File: src/rtl/fetch_redirect_ctrl.sv
// Fetch redirect and debug-halt controller: picks the next-PC redirect and sequences halt via a drain window.
// Optional redirect statistics counter is built only when RCTRL_STATS_EN is defined.
module fetch_redirect_ctrl #(
    parameter logic [31:0] TRAP_VEC  = 32'h0000_0100,
    parameter int unsigned DRAIN_CYC = 3,
    parameter int unsigned CNT_W     = 16
) (
    input  logic             clk,
    input  logic             rst_n,
    input  logic             hazard_stall,
    input  logic             ex_redirect_taken,
    input  logic [31:0]      ex_branch_target,
    input  logic             trap_req,
    input  logic             mret_req,
    input  logic [31:0]      mepc,
    input  logic             halt_req,
    input  logic             resume_req,
    input  logic [31:0]      resume_pc,
    output logic             pc_stall,
    output logic             pc_redirect_valid,
    output logic [31:0]      pc_redirect_target,
    output logic             flush_if_id,
    output logic             flush_id_ex,
    output logic             halted,
    output logic [CNT_W-1:0] redirect_cnt
);

    localparam logic [1:0] ST_RUN    = 2'd0;
    localparam logic [1:0] ST_DRAIN  = 2'd1;
    localparam logic [1:0] ST_HALTED = 2'd2;
    localparam logic [1:0] ST_RESUME = 2'd3;

    localparam logic [3:0] DRAIN_LAST = 4'(DRAIN_CYC - 1);

    logic [1:0]  state_r;
    logic [1:0]  state_nxt_s;
    logic [3:0]  drain_cnt_r;
    logic [3:0]  drain_cnt_nxt_s;

    logic        ex_sel_s;
    logic [31:0] ex_target_s;

    logic        pc_stall_s;
    logic        redirect_valid_s;
    logic [31:0] redirect_target_s;
    logic        flush_s;
    logic        halted_s;

    // Fixed-priority pick among the EX-stage redirect sources
    always_comb begin
        ex_sel_s    = 1'b0;
        ex_target_s = 32'h0000_0000;
        if (trap_req) begin
            ex_sel_s    = 1'b1;
            ex_target_s = TRAP_VEC;
        end else if (mret_req) begin
            ex_sel_s    = 1'b1;
            ex_target_s = mepc;
        end else if (ex_redirect_taken) begin
            ex_sel_s    = 1'b1;
            ex_target_s = ex_branch_target;
        end else begin
            ex_sel_s    = 1'b0;
            ex_target_s = 32'h0000_0000;
        end
    end

    // Output decode; a redirect always wins over stall, and reset forces everything quiet
    always_comb begin
        pc_stall_s        = 1'b0;
        redirect_valid_s  = 1'b0;
        redirect_target_s = 32'h0000_0000;
        flush_s           = 1'b0;
        halted_s          = 1'b0;
        case (state_r)
            ST_RUN, ST_DRAIN: begin
                if (ex_sel_s) begin
                    redirect_valid_s  = 1'b1;
                    redirect_target_s = ex_target_s;
                    flush_s           = 1'b1;
                end else if (state_r == ST_DRAIN) begin
                    pc_stall_s = 1'b1;
                end else begin
                    pc_stall_s = hazard_stall;
                end
            end
            ST_HALTED: begin
                pc_stall_s = 1'b1;
                halted_s   = 1'b1;
            end
            ST_RESUME: begin
                redirect_valid_s  = 1'b1;
                redirect_target_s = resume_pc;
                flush_s           = 1'b1;
            end
            default: begin
                pc_stall_s = 1'b0;
            end
        endcase
        if (!rst_n) begin
            pc_stall_s        = 1'b0;
            redirect_valid_s  = 1'b0;
            redirect_target_s = 32'h0000_0000;
            flush_s           = 1'b0;
            halted_s          = 1'b0;
        end else begin
            halted_s = halted_s;
        end
    end

    // Next-state and drain counter; a redirect during drain restarts the window
    always_comb begin
        state_nxt_s     = state_r;
        drain_cnt_nxt_s = 4'd0;
        case (state_r)
            ST_RUN: begin
                if (halt_req && !ex_sel_s) begin
                    state_nxt_s = ST_DRAIN;
                end else begin
                    state_nxt_s = ST_RUN;
                end
            end
            ST_DRAIN: begin
                if (!halt_req) begin
                    state_nxt_s = ST_RUN;
                end else if (ex_sel_s) begin
                    state_nxt_s = ST_DRAIN;
                end else if (drain_cnt_r >= DRAIN_LAST) begin
                    state_nxt_s = ST_HALTED;
                end else begin
                    state_nxt_s     = ST_DRAIN;
                    drain_cnt_nxt_s = drain_cnt_r + 4'd1;
                end
            end
            ST_HALTED: begin
                if (resume_req) begin
                    state_nxt_s = ST_RESUME;
                end else begin
                    state_nxt_s = ST_HALTED;
                end
            end
            ST_RESUME: begin
                state_nxt_s = ST_RUN;
            end
            default: begin
                state_nxt_s = ST_RUN;
            end
        endcase
    end

    // State and drain counter registers
    always_ff @(posedge clk or negedge rst_n) begin
        if (!rst_n) begin
            state_r     <= ST_RUN;
            drain_cnt_r <= 4'd0;
        end else begin
            state_r     <= state_nxt_s;
            drain_cnt_r <= drain_cnt_nxt_s;
        end
    end

    assign pc_stall           = pc_stall_s;
    assign pc_redirect_valid  = redirect_valid_s;
    assign pc_redirect_target = redirect_target_s;
    assign flush_if_id        = flush_s;
    assign flush_id_ex        = flush_s;
    assign halted             = halted_s;

`ifdef RCTRL_STATS_EN
    logic [CNT_W-1:0] redirect_cnt_r;

    // Count every cycle that loads a redirect into the PC; wraps naturally
    always_ff @(posedge clk or negedge rst_n) begin
        if (!rst_n) begin
            redirect_cnt_r <= '0;
        end else if (redirect_valid_s) begin
            redirect_cnt_r <= redirect_cnt_r + {{(CNT_W-1){1'b0}}, 1'b1};
        end else begin
            redirect_cnt_r <= redirect_cnt_r;
        end
    end

    assign redirect_cnt = redirect_cnt_r;
`else
    assign redirect_cnt = {CNT_W{1'b0}};
`endif

endmodule

File: config.mk
export PLATFORM = sky130hd
export DESIGN_NAME = fetch_redirect_ctrl
export DESIGN_NICKNAME = d
export VERILOG_FILES = /design/src/rtl/fetch_redirect_ctrl.sv
export SDC_FILE = /design/constraint.sdc
export NUM_CORES = 1
export LEC_CHECK = 0
export CAP_MARGIN = 25
export CELL_PAD_IN_SITES_DETAIL_PLACEMENT = 0
export CELL_PAD_IN_SITES_GLOBAL_PLACEMENT = 1
export CORE_UTILIZATION = 19
export CTS_BUF_LIST = sky130_fd_sc_hd__clkbuf_8
export CTS_CLUSTER_SIZE = 14
export DETAILED_ROUTE_END_ITERATION = 8
export PLACE_DENSITY = 0.87
export SLEW_MARGIN = 20
export SYNTH_ARGS = -nofsm -noshare
export SYNTH_HDL_FRONTEND = slang
export SYNTH_SLANG_ARGS = --single-unit
File: constraint.sdc
create_clock -name clk -period 2.85 [get_ports clk]
set_input_delay 0.4275 -clock clk [delete_from_list [all_inputs] [get_ports clk]]
set_output_delay 0.4275 -clock clk [all_outputs]
set_load 0.05 [all_outputs]
# Word-level counts from Yosys, hierarchy flattened
# Index checks and enable logic that the tools add are counted.
[word_totals] register_bits=6 inputBits=104 output_inout_bits=53
[op_classes] addsub=1 order_cmp=1 eq_ne=3 mux=28 n_reduce_logical=4
[op_table] op="$mux W32" count=5
[op_table] op="$pmux W32 S2" count=1
[op_table] op="$mux W4" count=4
[op_table] op="$mux W1" count=12
[op_table] op="$pmux W2 S4" count=1
[op_table] op="$mux W2" count=3
[op_table] op="$add A4 B1 Y4 const B" count=1
[op_table] op="$eq A2 B2 Y1 const B" count=2
[op_table] op="$ge A4 B2 Y1 const B" count=1
[op_table] op="$pmux W1 S2" count=2
[op_table] op="$eq A2 B1 Y1 const B" count=1
[op_table] op="$logic_not A2 Y1" count=1
[op_table] op="$reduce_or A2 Y1" count=1
[op_table] op="$logic_and A1 B1 Y1" count=1
[op_table] op="$logic_not A1 Y1" count=1

# Logic depth before layout (Yosys ltp)
[logic_depth] ltp_word=7 depth_mapped=5

# Least setup slack after synthesis
# Ideal clock, no wire load.
[synth_path] kind="register -> output" from="register (tool-made name)" to="output pc_stall" arrival_ns=2.115 path_slack_ns=0.308 stages_incl_launch_ff=5 n_path_buf=2 path_cell_list="dfrtp_1 > and2_1 > buf_2 > buf_6 > a211oi_1"
[synth_rtl] item="end: declaration" line="19" rtl="output logic pc_stall,"

# Worst setup path in the final report
[layout_path] from="input mret_req" to="output pc_redirect_target[31]"
[layout_via] elab_chain_len=5 word_cells_on_any_way=7 classes_between="7 x mux"
[layout_rtl] item="start: declaration" line="14" rtl="input logic mret_req,"
[layout_rtl] item="$mux W32 or $mux W1 (tied branches)" line="56" rtl="end else if (mret_req) begin"
[layout_rtl] item="$mux W32 or $mux W1 (tied branches)" line="53" rtl="if (trap_req) begin"
[layout_rtl] item="$mux W32 (*)" line="77" rtl="if (ex_sel_s) begin"
[layout_rtl] item="$pmux W32 S2 (*)" line="75" rtl="case (state_r)"
[layout_rtl] item="$mux W32 (*)" line="100" rtl="if (!rst_n) begin"
[layout_rtl] item="end: declaration" line="21" rtl="output logic [31:0] pc_redirect_target,"
# Every way passes the cells marked *; elsewhere a longest branch is shown, timed or not.

==> run_results.csv <==
group,metric,value,unit
final_layout,nNetsFinal,407,
setup_path,timing.reg2reg.setup_slack,1400,ps
die,placementRows,30,
setup_path,max_stage_delay,520,ps
die,initial_cell_density_of_the_core,20.0,%
logic_synthesis,synthesis.area,1380,um^2
setup_path,reg2regPathDepth,5,
place,post-place-cells,392,
die,floorplan.io_pins,157,
power_and_ir_drop,fraction_of_power_consumed_by_the_clock_network,15.4,%
final_layout,drive_gt1_share,37.5,%
setup_path,timing.critical_path.cells,"clkdlybuf4s50_1 > nor4b_4 > buf_12 > a22oi_1 > a21oi_1 > buf_12",
run,drv_cap,0,
global_routing,wire_length_of_the_first_global_routing_pass,8070,um
logic_synthesis,seq_area_frac_synth,10.9,%
clock_tree,cts_buffer_depth,2,
drt,via_density,4.41,
clock_tree,post_cts_buffers,0,
die,fp.dieArea,7600,um^2
place,post-dp-hpwl,4460,um
power_and_ir_drop,comb_power_share,72.2,%
timing,fin_crit_sh,88.3,%
setup_path,critPathLaunchType,"primary input",
timing,final-setup-viol-count,0,
clock_tree,cts_tree,"built",
final_layout,layout.cells.most_common,"sky130_fd_sc_hd__clkdlybuf4s50_1",
min_path,hp-class,"reg -> reg",
timing,period_minus_slack,2520,ps
timing,final.setup_skew,1.87,ps
setup_path,worst-path-max-fanout,22,
clock_tree,cts_root_buffer,"sky130_fd_sc_hd__clkbuf_8",
drt,drc_violation_count_after_routing,0,
timing,rsz0062_at_grt,"false",
setup_path,setup.worst_path.end_class,"primary output",
place,gp_routability_congestion,0.713,
setup_path,timing.rr.start,"drain_cnt_r[0]",
drt,via_count,1740,
clock_tree,cts.clk_slew.worst_paths,30,ps
timing,fmaxAchievable,397,MHz
status,run_status,"complete, no violations",
die,fp.dieH,87.2,um
logic_synthesis,post_synth_inst_count,165,
final_layout,final_cell_mix,"sky130_fd_sc_hd__clkdlybuf4s50_1, sky130_fd_sc_hd__nand2_1, sky130_fd_sc_hd__buf_12",
timing,setup_tns,0,ps
logic_synthesis,synthArstFlopShare,100,%
power_and_ir_drop,standby_leakage_power,1.10,nW
global_routing,number_of_antenna_violations_at_the_first_check_in_global_routing,0,
power_and_ir_drop,switching_share,42.4,%
setup_path,timing_worst_setup_path_type,"in -> out",
logic_synthesis,dominantRegCellSynth,"sky130_fd_sc_hd__dfrtp_1",
drt,postRouteWirelength,5460,um
timing,slew_headroom,64.2,%
clock_tree,worst_skew_pair.late_latency,220,ps
power_and_ir_drop,vdd_ir_max,0.193,mV
die,core_area,6910,um^2
setup_path,worst_path_max_delay_cell,"sky130_fd_sc_hd__clkdlybuf4s50_1",
clock_tree,post_cts_resize_count,0,
global_routing,grt.total_usage,13.5,%
clock_tree,cts_inserted_buffers,3,
power_and_ir_drop,p_int,466,uW
global_routing,globalRouteOverflowTotal,0,
drt,drt.antenna.violating_nets,0,
final_layout,synthToLayoutAreaGrowth,130,%
setup_path,arrival,2090,ps
logic_synthesis,synth_seq_cells,6,
global_routing,grt_max_degree,33,
logic_synthesis,number_of_flops_mapped_to_enable_cells_by_yosys,0,
final_layout,postLayoutCellArea,3180,um^2
timing,max_slew.worst_pin.slew,537,ps
final_layout,antenna-diode-count,0,
setup_path,required_time_of_the_critical_path,2420,ps
drt,drt_iter0_markers,16,
place,port_buffers,140,
clock_tree,cts_max_level,1,
logic_synthesis,post_synth.cell_area_avg,8.36,um^2
setup_path,worstReg2RegEnd,"state_r[0]",
final_layout,post_layout_nonfiller_instances,395,
drt,average_wire_length_per_cell_after_detail_routing,13.8,um
setup_path,cp-startpoint,"mret_req",
global_routing,grt_pass1_vias,1703,
power_and_ir_drop,power_per_cell_area,255,nW/um^2
timing,finalHoldViolations,0,
timing,finalMaxSlewViolations,0,
clock_tree,holdBufCountCts,0,
setup_path,critical-path-top-cell-by-count,"sky130_fd_sc_hd__buf_12",
place,place_area,3140,um^2
drt,firstDrtPassIters,4,
setup_path,crit_end,"pc_redirect_target[31]",
die,die-width,87.2,um
power_and_ir_drop,portion_of_total_power_attributed_to_sequential_cells,12.4,%
clock_tree,clock_sinks,6,
logic_synthesis,synth_warnings,0,
power_and_ir_drop,p_sw,343,uW
logic_synthesis,ys_types,29,
## routing by layer
layer	vias up	global-route usage [%]	share of wire, %
met5	-	0	0
met4	0	2.38	0.29
met3	2	2.84	9.1
met2	91	26.6	51
met1	819	14.9	39
li1	828	-	-
## cell families after synthesis
family	after synthesis	share of synthesized area [%]
AOI/OAI and AO/OA	70	50.8
and+or+nand+nor	50	17.8
buffers and inverters	36	18.4
DFF	6	10.9
adders and majority gates	2	1.81
other	1	0.272
## how the worst min path moves through the flow
stage / to / depth (start not counted) / from
after floorplan: async pin / 0 / rst_n
after global routing: drain_cnt_r[0] / 1 / drain_cnt_r[0]
after detailed placement: drain_cnt_r[0] / 1 / drain_cnt_r[0]
final: drain_cnt_r[0] / 1 / drain_cnt_r[0]
after global placement: drain_cnt_r[0] / 1 / drain_cnt_r[0]
after CTS: drain_cnt_r[0] / 1 / drain_cnt_r[0]
## cell usage after synthesis (2+ instances only)
cell type,n,area share [%]
sky130_fd_sc_hd__buf_6,6,4.9
sky130_fd_sc_hd__dfrtp_1,6,11
sky130_fd_sc_hd__a21oi_2,30,19
sky130_fd_sc_hd__buf_4,18,9.8
sky130_fd_sc_hd__buf_2,5,1.8
sky130_fd_sc_hd__o21ai_0,3,1.1
sky130_fd_sc_hd__clkbuf_1,2,0.54
sky130_fd_sc_hd__a21oi_1,2,0.73
sky130_fd_sc_hd__nor2_1,4,1.1
sky130_fd_sc_hd__a22oi_2,30,27
sky130_fd_sc_hd__nand2_1,36,9.8
sky130_fd_sc_hd__ha_1,2,1.8
sky130_fd_sc_hd__inv_1,5,1.4
## power by group through the flow
stage          Combinational (mW)  Sequential [mW]  Clock (mW)
2_1_floorplan               0.304           0.0981           0
3_3_place_gp                0.585            0.102           0
3_5_place_dp                0.590            0.102           0
4_1_cts                     0.591            0.101       0.128
5_1_grt                     0.614            0.102       0.134
6_report                    0.585            0.101       0.124
## cell type report
cell class	count	area, um^2
fillers	698	3730
repair buffers	146	1800
multi-input cells	139	1040
flip-flops and latches	6	150
well taps	96	120
clock buffers	3	41.3
inverters	5	18.8
## critical path: cells and delay by family
kind	cells	cell delay (ps)
AO/OA/AOI/OAI	2	340
buffers and inverters	3	920
AND/OR/NAND/NOR	1	380
## metrics by stage
step                hold WS, ps  utilization [%]  setup slack (ps)  power (mW)
floorplan                   132                -               308       0.402
global placement            450             45.4               338       0.687
detailed placement          471             45.4               317       0.692
CTS                         478             46.0               311       0.821
global route                492             46.0               226       0.850
finish                      464             46.0               334       0.810
(Power assumes the default switching activity.)
